<file path="config.mk">
export PLATFORM = sky130hd
export DESIGN_NAME = mem_access_unit
export DESIGN_NICKNAME = d
export VERILOG_FILES = /design/src/rtl/mem_access_unit.sv
export SDC_FILE = /design/constraint.sdc
export NUM_CORES = 1
export LEC_CHECK = 0
export ABC_AREA = 1
export CAP_MARGIN = 20
export CORE_MARGIN = 5
export CORE_UTILIZATION = 40
export CTS_CLUSTER_SIZE = 28
export DETAILED_ROUTE_END_ITERATION = 8
export HOLD_SLACK_MARGIN = 0.12
export PLACE_DENSITY_LB_ADDON = 0.2
export SLEW_MARGIN = 30
export SYNTH_ARGS = -nofsm -noshare
export SYNTH_HDL_FRONTEND = slang
export SYNTH_SLANG_ARGS = --single-unit
</file>
<file path="constraint.sdc">
create_clock -name clk -period 3.1 [get_ports clk]
set_clock_uncertainty 0.05 [all_clocks]
set_input_delay 0.465 -clock clk [delete_from_list [all_inputs] [get_ports clk]]
set_output_delay 0.465 -clock clk [all_outputs]
set_load 0.05 [all_outputs]
</file>
<file path="src/rtl/mem_access_unit.sv">
//==============================================================================
// Module      : mem_access_unit
// Description : Multicycle load/store front-end between the OTTER control unit
//               and the memory block. Captures one request per handshake,
//               steers store data onto byte lanes, extracts and extends load
//               data, and reports range/alignment faults.
//               Optional feature macro: MAU_FAULT_EN (fault detection).
// Revision    : 1.0 - initial release
//==============================================================================
`default_nettype none

module mem_access_unit #(
   parameter int ADDR_WIDTH = 13,
   parameter int BUS_WIDTH  = 32
) (
   input  logic                 clk,
   input  logic                 rst,
   input  logic                 req_valid,
   output logic                 req_ready,
   input  logic                 req_we,
   input  logic [BUS_WIDTH-1:0] req_addr,
   input  logic [BUS_WIDTH-1:0] req_wdata,
   input  logic [1:0]           req_size,
   input  logic                 req_sign,
   output logic                 resp_valid,
   input  logic                 resp_ready,
   output logic [BUS_WIDTH-1:0] resp_rdata,
   output logic                 resp_fault,
   output logic                 mem_we,
   output logic [BUS_WIDTH-1:0] mem_addr,
   output logic [BUS_WIDTH-1:0] mem_data,
   output logic [1:0]           mem_size,
   output logic                 mem_sign,
   input  logic [BUS_WIDTH-1:0] mem_out,
   input  logic                 mem_error
);

   // The word RAM cannot be addressed wider than the bus that carries its address
   generate
      if (ADDR_WIDTH > BUS_WIDTH) begin : g_check_addr_width
         $error("mem_access_unit: ADDR_WIDTH must not exceed BUS_WIDTH");
      end
   endgenerate

   typedef enum logic [1:0] {
      IDLE  = 2'd0,
      ISSUE = 2'd1,
      READ  = 2'd2,
      RESP  = 2'd3
   } state_t;

   state_t               state;
   logic                 cap_we;
   logic [BUS_WIDTH-1:0] cap_addr;
   logic [BUS_WIDTH-1:0] cap_wdata;
   logic [1:0]           cap_size;
   logic                 cap_sign;

   logic                 fault;
   logic [1:0]           eff_size;
   logic [4:0]           lane_shift;
   logic [BUS_WIDTH-1:0] shifted;
   logic [BUS_WIDTH-1:0] load_data;

`ifdef MAU_FAULT_EN
   // Fault is the memory's range/alignment check or the reserved size code
   assign fault    = mem_error || (cap_size == 2'b11);
   assign eff_size = cap_size;
`else
   // Faults disabled: memory error is ignored and the reserved size acts as word
   logic unused_mem_error;
   assign unused_mem_error = mem_error;
   assign fault    = 1'b0;
   assign eff_size = (cap_size == 2'b11) ? 2'b10 : cap_size;
`endif

   // Byte-lane offset of the captured address, in bits
   assign lane_shift = {cap_addr[1:0], 3'b000};

   // Memory side is always driven from the capture register
   assign mem_addr = cap_addr;
   assign mem_size = eff_size;
   assign mem_sign = cap_sign;
   assign mem_data = cap_wdata << lane_shift;

   // Write strobe exists only in ISSUE for a non-faulting store
   assign mem_we    = (state == ISSUE) && cap_we && !fault;
   // Ready only in IDLE, and held low while reset is applied
   assign req_ready = (state == IDLE) && !rst;

   // Extract the addressed field from the returned word and extend it
   always_comb begin
      shifted = mem_out >> lane_shift;
      case (eff_size)
         2'b00:   load_data = {{(BUS_WIDTH-8){shifted[7] & ~cap_sign}}, shifted[7:0]};
         2'b01:   load_data = {{(BUS_WIDTH-16){shifted[15] & ~cap_sign}}, shifted[15:0]};
         default: load_data = mem_out;
      endcase
   end

   // Request capture, sequencing and registered response
   always_ff @(posedge clk or posedge rst) begin
      if (rst) begin
         state      <= IDLE;
         cap_we     <= 1'b0;
         cap_addr   <= '0;
         cap_wdata  <= '0;
         cap_size   <= 2'b00;
         cap_sign   <= 1'b0;
         resp_valid <= 1'b0;
         resp_rdata <= '0;
         resp_fault <= 1'b0;
      end else begin
         case (state)
            IDLE: begin
               if (req_valid) begin
                  cap_we     <= req_we;
                  cap_addr   <= req_addr;
                  cap_wdata  <= req_wdata;
                  cap_size   <= req_size;
                  cap_sign   <= req_sign;
                  resp_rdata <= '0;
                  resp_fault <= 1'b0;
                  state      <= ISSUE;
               end
            end
            ISSUE: begin
               if (fault) begin
                  resp_fault <= 1'b1;
                  resp_valid <= 1'b1;
                  state      <= RESP;
               end else if (cap_we) begin
                  resp_valid <= 1'b1;
                  state      <= RESP;
               end else begin
                  state <= READ;
               end
            end
            READ: begin
               resp_rdata <= load_data;
               resp_valid <= 1'b1;
               state      <= RESP;
            end
            RESP: begin
               if (resp_ready) begin
                  resp_valid <= 1'b0;
                  state      <= IDLE;
               end
            end
            default: state <= IDLE;
         endcase
      end
   end

endmodule

`default_nettype wire

</file>
# == After elaboration in Yosys (flattened, before gate mapping) ==
# Index checks and enable logic that the tools add are counted.
# Widths: inputs -> output; s select.
# totals
regBits,103
inputBits,105
output_inout_bits,103
elab_cells,43
# classes
eq_ne,8
shifts,2
muxes,11
bitwise_logic,3
reduce_logical,11
# op_table
cell,count
$pmux 32 s2,2
$mux 32,1
$shl 32x5->32,1
$shr 32x5->16,1
$pmux 2 s4,1
$eq 2x2->1 const B,3
$mux 2,3
$ne 2x2->1 const B,3
$reduce_and 2->1,3
$eq 2x1->1 const B,2
$logic_not 2->1,2
$mux 1,3
$pmux 1 s3,1
$reduce_and 3->1,1
$reduce_bool 3->1,1
$and 1x1->1,2
$logic_and 1x1->1,2
$reduce_bool 2->1,1
$logic_not 1->1,1
$not 1->1,1

# == Logic depth before layout (Yosys ltp) ==
# Gate-level depths: netlist of the first run.
# logic_depth
word_depth,5
depth_mapped,11
mapped_depth_nobuf,9

# == Worst setup path before layout of the first run ==
# No wires, ideal clock.
# synth_path
kind,register to output
start,register cap_addr[0] (netlist: mem_addr[0])
end,output port mem_data[23]
arrival_time_ns,2.278
required_time_ns,2.585
slack_ns,0.307
stages_incl_launch_ff,4
n_path_buf,2
cell_sequence,dfrtp_1 -> buf_4 -> clkbuf_1 -> o32ai_1
# synth_between
elab_chain_len,1
# synth_lines
item,line_no,text
start: declaration,54,logic [BUS_WIDTH-1:0] cap_addr;
start signal: assignment,118,cap_addr <= req_addr;
$shl 32x5->32,84,assign mem_data = cap_wdata << lane_shift;
end: declaration,31,"output logic [BUS_WIDTH-1:0] mem_data,"
# No other way between the ends.

# == Final worst setup path of the first run ==
# layout_path
start,register state[0]
end,output port req_ready
# layout_between
elab_chain_len,2
# layout_lines
item,line_no,text
start: declaration,52,state_t state;
start signal: assignment,104,state <= IDLE;
start signal: assignment,124,state <= ISSUE;
start signal: assignment,131,state <= RESP;
$logic_not 2->1,89,assign req_ready = (state == IDLE) && !rst;
$logic_and 1x1->1,89,
end: declaration,19,"output logic req_ready,"
# No other way between the ends.

==> results.cfg, run 1 <==
[die]
num_rows = 41
coreArea_sq_um = 12700
ios = 208
die_height_microns = 124
initial_utilization_pct = 40.9
fp.dieArea_sq_um = 15300
die_w_microns = 124

[power_and_ir_drop]
p_per_area_nw_per_um2 = 1410
p_leak_nw = 3.82
vdd_drop_max_mv = 1.14

[logic_synthesis]
synth_fp_nets = 815
synth-xor-area-share_pct = 0
syn_area_sq_um = 5180
yosysUniqueCellTypes = 29
synth-edff-count = 0
synth_compound_area_share_pct = 10.9
yosys.area_share.simple_pct = 30.7
synth-async-reset-ratio_pct = 100
synth_cells = 705
ys.flop_type = dfrtp_1
synth_largest_area_cell = dfrtp_1
ys_ff_latch = 103
synth_most_common_cell = nand2_1
yosys-top-cells-area = dfrtp_1 50%, nand2_1 24%, nor2_1 5.0%
ys_warn_count = 0
synth.cells.most_frequent = 326 x nand2_1, 103 x dfrtp_1, 69 x nor2_1
muxShareOfSynthArea_pct = 0.580
ys_seq_area_share_pct = 49.8
synth_fa_ha_area_share_pct = 1.21
synth_top_area_share_pct = 49.8
syn_area_per_cell_sq_um = 7.35
synth_top_family_by_area = simple AND/OR/NAND/NOR gates

[place]
hpwl_microns = 12400
placed_cells = 1050
io_buffer_count = 205
place_area_sq_um = 7560
gp_congestion = 0.883
pre_cts_ws_ns = 0.728

[cts]
numCtsBuffers = 9
clkTransAtPathRegs_ns = 0.07
clk_latency_ns = 0.35
post_cts_resized = 0
clock_tree.buffer_depth = 2
post_cts_buffers = 0
cts.sinks = 103
cts-root-buf = clkbuf_16
cts.hold.buffers_added = 0
htreeDepth = 3
cts_tree = yes

[timing]
setup_slack_ns = 0.475
period_needed_ns = 2.62
slew_viol_final = 0
worst_slew_pin_slew_ns = 0.707
fmax_mhz = 381
tns_ns = 0
hold_viol = 0
relSlewSlack_pct = 52.8
rsz0062_at_grt = false
finalSetupViolations = 0
finalCritPeriodShare_pct = 84.7

[detailed_routing]
wl_per_cell_microns = 16.1
ant_nets = 0
drt-pass1-iter-count = 4
drt_iter0_markers = 322
vias_per_cell = 4.92
route.vias.total = 5247
route.detailed.drc = 0
routed_wl_microns = 17200

[final_layout]
finalNetCount = 999
fin_cells = 1066
diodes = 0
layout-drive-gt1-share_pct = 7.72
syn2layout_area_growth_pct = 52.4
finish.instance_area_sq_um = 7900
fin_util_pct = 62.3

[worst_setup_path]
cp.arrival_ns = 2.11
r2r_cells = 9
crit_path_max_fanout = 5
crit_path_end = req_ready
r2r_slack_ns = 0.85
required_ns = 2.58
reg2reg_to = resp_rdata[28]
critPathLaunch = state[0]
timing.rr.start = state[0]
worst_setup_path_end_kind = primary output
path_class = reg2out
startpoint_type = register

[global_routing]
grt_pass1_vias = 5391
gr-total-overflow = 0
track_usage_pct = 22.8
antenna_found_initial = 0
grt_max_degree = 87
grt_pass1_wl_microns = 27100

[min_path]
worstHoldPathType = reg2reg

[run]
cap_violations = 0

[outcome]
status = finished clean
## critical path, cell delays in order, from the launching register on
cell	delay (ns)
dfrtp_1	0.42
inv_1	0.14
ha_1	0.20
inv_1	0.10
nor2_1	0.09
clkdlybuf4s50_1	0.81
## logic make-up (layout without fill, tap and decap cells)
| group | Yosys count | after routing |
|---|---|---|
| AO/OA/AOI/OAI | 100 | 100 |
| other | 1 | 1 |
| buffers and inverters | 81 | 270 |
| flip-flops | 103 | 103 |
| AND/OR/NAND/NOR | 412 | 412 |
| adder cells (fa/ha/maj) | 5 | 5 |
| multiplexers | 3 | 3 |
## per-stage QoR
stage	hold slack (ns)	total power [mW]
global route	0.459	11.8
CTS	0.432	11.2
floorplan	0.399	7.01
detailed placement	0.414	9.89
global placement	0.412	9.77
finish	0.430	11.1
## registers in the layout, indices dropped and copies added, names as in the netlist
register	count
cap_size	2
resp_valid	1
mem_sign	1
cap_we	1
cap_wdata	32
resp_rdata	32
state	2
mem_addr	32
## layout by cell type, fill, tap and decap left out, types with 2 or more instances in the layout
cell,netlist,routed
a21oi_1,29,29
buf_12,0,25
buf_4,2,18
bufinv_16,0,2
clkbuf_16,0,9
clkbuf_8,0,2
clkdlybuf4s50_1,0,173
clkinv_4,0,2
dfrtp_1,103,103
ha_1,5,5
inv_1,34,32
inv_2,2,3
mux2i_1,3,3
nand2_1,326,325
nand3_1,11,11
nor2_1,69,69
o2111ai_1,6,6
o211ai_1,8,8
o21ai_0,47,47
o22ai_1,7,7
## worst min-delay path by stage
stage	end	startpoint	slack [ns]	cells after the start
after detailed placement	mem_addr[15]	mem_addr[15]	0.41	2
final	mem_addr[15]	mem_addr[15]	0.43	2
after CTS	mem_addr[15]	mem_addr[15]	0.43	2
after global routing	cap_wdata[30]	cap_wdata[30]	0.46	2
after global placement	resp_rdata[31]	resp_rdata[31]	0.41	2
after floorplan	cap_wdata[31]	cap_wdata[31]	0.40	2
## layer usage
metal  track usage, %  part of all wire [%]  vias up
met5                0                     0        -
met4             7.96                   2.1        0
met3             6.49                   8.3       19
met2             39.4                    51      191
met1             27.2                    39     2468
li1                 -                     -     2569
## power breakdown
part           switching (mW)  internal, mW
clock                   0.509         0.755
sequential              0.388          1.98
combinational            4.90          2.59
total                    5.80          5.33
## layout make-up
| type | instances | area, sq um |
|---|---|---|
| inverters | 38 | 149 |
| clock inverters | 4 | 77.6 |
| clock buffers | 12 | 256 |
| fillers | 1110 | 4780 |
| repair buffers | 216 | 2370 |
| multi-input cells | 521 | 2250 |
| well taps | 172 | 215 |
| flip-flops and latches | 103 | 2580 |
Power figures use the tool's default switching activity.
==> inputs of run 2 (changes only) <==
--- a/config.mk
+++ b/config.mk
@@ -8,7 +8,7 @@
 export ABC_AREA = 1
 export CAP_MARGIN = 20
 export CORE_MARGIN = 5
-export CORE_UTILIZATION = 40
+export CORE_UTILIZATION = 44
 export CTS_CLUSTER_SIZE = 28
 export DETAILED_ROUTE_END_ITERATION = 8
 export HOLD_SLACK_MARGIN = 0.12
==> constraint.sdc (replaced) <==
create_clock -name clk -period 2.6 [get_ports clk]
set_clock_uncertainty 0.05 [all_clocks]
set_input_delay 0.39 -clock clk [delete_from_list [all_inputs] [get_ports clk]]
set_output_delay 0.39 -clock clk [all_outputs]
set_load 0.05 [all_outputs]
==> results.cfg, run 2 (synthesis gave the netlist of run 1 again) <==
[outcome]
status = finished clean

[worst_setup_path]
max_stage_delay_ns = 0.81
cp_slowest_cell = clkdlybuf4s50_1
startpoint_type = register
worstPathCellList = inv_1, ha_1, nand2_1, inv_1, clkdlybuf4s50_1
r2r_slack_ns = 0.39
crit_family = buffers and inverters
cp_common_cell = inv_1
r2r_cells = 8
required_ns = 2.16
cp.arrival_ns = 2.01
worstSetupPathDepth = 5
path_buf_inv = 3
path_class = reg2out
critPathLaunch = state[1]
worst_setup_path_end_kind = primary output
reg2reg_to = resp_rdata[0]
crit_path_end = mem_we
timing.rr.start = state[0]
crit_path_max_fanout = 4

[timing]
fmax_mhz = 409
hold_viol = 0
relSlewSlack_pct = 40.0
rsz0062_at_grt = false
tns_ns = 0
worst_slew_pin_slew_ns = 0.894
slew_viol_final = 0
finalCritPeriodShare_pct = 94.1
finalSetupViolations = 0
setup_slack_ns = 0.152
period_needed_ns = 2.45

[die]
die_w_microns = 119
ios = 208
fp.dieArea_sq_um = 14000
die_height_microns = 119
num_rows = 39
initial_utilization_pct = 45.2
coreArea_sq_um = 11500

[place]
io_buffer_count = 205
pre_cts_ws_ns = 0.393
hpwl_microns = 12000
gp_congestion = 0.896

[final_layout]
syn2layout_area_growth_pct = 52.2
finalNetCount = 999
final_common_cell = nand2_1
layout-drive-gt1-share_pct = 8.17
fill_cells = 965
final_cell_mix = 325 x nand2_1, 169 x clkdlybuf4s50_1, 103 x dfrtp_1, 69 x nor2_1, 47 x o21ai_0
diodes = 0
area.sequential_sq_um = 2580
fin_util_pct = 68.8
multiInputGateArea_sq_um = 2260

[cts]
numCtsBuffers = 9
clock_tree.buffer_depth = 2
clk_latency_ns = 0.35
cts.hold.buffers_added = 0
cts.sinks = 103
cts_tree = yes
htreeDepth = 3
clkTransAtPathRegs_ns = 0.07
cts-root-buf = clkbuf_16

[min_path]
worstHoldPathType = reg2reg
hold_path_depth = 2
worstHoldStart = mem_addr[6]

[global_routing]
grt_max_degree = 55
antenna_found_initial = 0
grt_pass1_vias = 5363
track_usage_pct = 23.4
gr-total-overflow = 0
grt_pass1_wl_microns = 27000

[detailed_routing]
wl_per_cell_microns = 15.9
vias_per_cell = 5.16
drt_iter0_markers = 400
route.detailed.drc = 0
routed_wl_microns = 16500
drt-pass1-iter-count = 6
route.vias.total = 5344
ant_nets = 0

[run]
cap_violations = 0
## run 2: tightest hold or removal path, delay by kind of cell, from the launching register on
| kind | cells | cell delay (ns) |
|---|---|---|
| flip-flops | 1 | 0.34 |
| AND/OR/NAND/NOR | 2 | 0.11 |
## run 2: layout make-up
type,count,share of cell area [%]
flip-flops and latches,103,32.7
repair buffers,216,30.4
multi-input cells,521,28.7
clock buffers,10,3.03
well taps,143,2.27
inverters,38,1.89
clock inverters,5,1.03
## run 2: layer usage
metal / vias to the layer above / track usage, % / wire [microns]
met2: 239 / 39.1 / 8140
met3: 37 / 6.83 / 1380
met5: - / 0 / 0
li1: 2571 / - / -
met4: 0 / 9.78 / 487
met1: 2497 / 28.3 / 6460
## run 2: repair_timing
action | in CTS | in global routing
setup endpoints to repair | 0 | 1
gates resized for setup | 0 | 1
endpoints found under the hold margin | 0 | 0
buffers inserted | 0 | 0
## run 2: per-stage QoR
stage	std cells	hold WS, ns	cell area, sq um
floorplan	705	0.399	5190
global placement	1021	0.412	7560
detailed placement	1021	0.415	7560
CTS	1036	0.434	7880
global route	1036	0.448	7890
finish	1036	0.430	7890
## run 2: worst min path at each step
stage / end / slack [ns]
after floorplan: cap_wdata[31] / 0.40
after global placement: resp_rdata[18] / 0.41
after detailed placement: mem_addr[18] / 0.41
after CTS: mem_addr[18] / 0.43
after global routing: mem_addr[6] / 0.45
final: mem_addr[6] / 0.43
Power of run 2 is left out: the tool's default activity adds up to more than one toggle a clock period on the data nets, which glitch-free logic cannot reach.
==> edit (config.mk and constraints of run 1) <==
Encoding of `state_t`: now one-hot (4 bits for 4 states).
--- a/src/rtl/mem_access_unit.sv
+++ b/src/rtl/mem_access_unit.sv
@@ -42,11 +42,11 @@
       end
    endgenerate
 
-   typedef enum logic [1:0] {
-      IDLE  = 2'd0,
-      ISSUE = 2'd1,
-      READ  = 2'd2,
-      RESP  = 2'd3
+   typedef enum logic [3:0] {
+      IDLE  = 4'b0001,
+      ISSUE = 4'b0010,
+      READ  = 4'b0100,
+      RESP  = 4'b1000
    } state_t;
 
    state_t               state;
Function: same outputs for any inputs over 4 cycles, from zero or initial values and one cycle with rst high; so few cycles prove little.
==> edit against run 1 <==
  * Sequential cell count up 2
  * Power decreased by 10%
  * Synthesized area increased by 0.39%
  * Wire length is 1.4% lower
  * Non-clock buffer count fell by 2
  * Worst setup slack lost 96 ps
  * Global-route usage is essentially flat
  * Combinational power shrank 12%
  * Cell area shrank 2.0%
  * Critical path type unchanged
  * Critical endpoint is now mem_data[20]
  * Largest cell class unchanged
  * Highest routed layer unchanged
==> edit: results (changes against run 1) <==
| Metric | Value |
|---|---|
| Met2 usage | 36.5% (-2.9 points) |
| Finished Core Util | 61.1% (-1.2 points) |
| Routed wire length | 17.0 mm (-1.4%) |
| CP arrival | 2210 ps (+100 ps) |
| Sequential share of power | 23.3% (+2.0 points) |
| Area contributors post-synth | dfrtp_1, nand2_1, o21ai_0 |
| CP max stage delay | 660 ps (-150 ps) |
| Fraction of area in multi-input gates | 28.3% (-0.18 points) |
| Status | completed |
| Share of cells above drive strength 1 | 7.87% (+0.15 points) |
| Synth cell types | 26 (-10%) |
| Slew headroom | 43.7% (-9.1 points) |
| Filler cells | 1,140 (+2.7%) |
| Routed wl met3 | 1.90 mm (+33%) |
| Layout net count | 990 (-0.90%) |
| Vias/cell | 4.98 (+1.2%) |
| Clk cell area share | 3.54% (-0.69 points) |
| Placed Area | 7460 um^2 (-1.3%) |
| Gpl congestion | 0.953 (+7.9%) |
| Mapped Avg Cell Area | 7.41 um^2 (+0.82%) |
| Adder-cell share of the synthesized area | 0% (-1.2 points) |
| Seq/total area | 34.0% (+1.3 points) |
| Commonest cells in the netlist | nand2_1, dfrtp_1, o21ai_0, nor2_1, inv_1 |
| Max VDD drop | 0.978 mV (-14%) |
| Part of the Yosys area used for sequential elements | 50.6% (+0.79 points) |
| Comb pwr | 6.60 mW (-12%) |
| Fraction of cell area in non-clock buffers | 29.3% (-0.72 points) |
| DP HPWL | 12.1 mm (-2.6%) |
| GR Util met1 | 28.8% (+1.6 points) |
| Multi-input gates | 513 (-1.5%) |
| Internal cell power | 4.69 mW (-12%) |
| Met1 WL | 6.99 mm (+4.3%) |
| GRT met3 Usage | 8.22% (+1.7 points) |
| Mux share of post-synthesis cell area | 0% (-0.58 points) |
| Sink Count | 105 (+1.9%) |
| Pwr/cell area | 1290 nW/um^2 (-8.4%) |
| Syn Std Cell Area | 5200 um^2 (+0.39%) |
| Vias in the first global route | 5,473 (+1.5%) |
==> edit: changes by cell type after synthesis, moves of 3 or more <==
cell       before  now
nand2_1       326  304
o21ai_0        47   67
buf_2          19   14
o2111ai_1       6    0
inv_1          34   38
nor2_1         69   53
nand3_1        11   32
buf_4           2    6
nand4_1         0    3
ha_1            5    0
mux2i_1         3    0
o22ai_1         7    2
==> edit: path summary, 6_finish.rpt <==
path	to	from	cells after the start	slack, ps
max	mem_data[20]	mem_addr[0]$_DFFE_PP0P_	4	380
min	resp_rdata[9]$_DFFE_PP0P_	resp_rdata[9]$_DFFE_PP0P_	2	430
max reg2reg	resp_rdata[31]$_DFFE_PP0P_	mem_addr[0]$_DFFE_PP0P_	10	620
min reg2reg	resp_rdata[9]$_DFFE_PP0P_	resp_rdata[9]$_DFFE_PP0P_	2	430
max in group asynchronous	mem_addr[1]$_DFFE_PP0P_	rst	3	1950
min in group asynchronous	resp_valid$_DFFE_PP0P_	rst	3	600
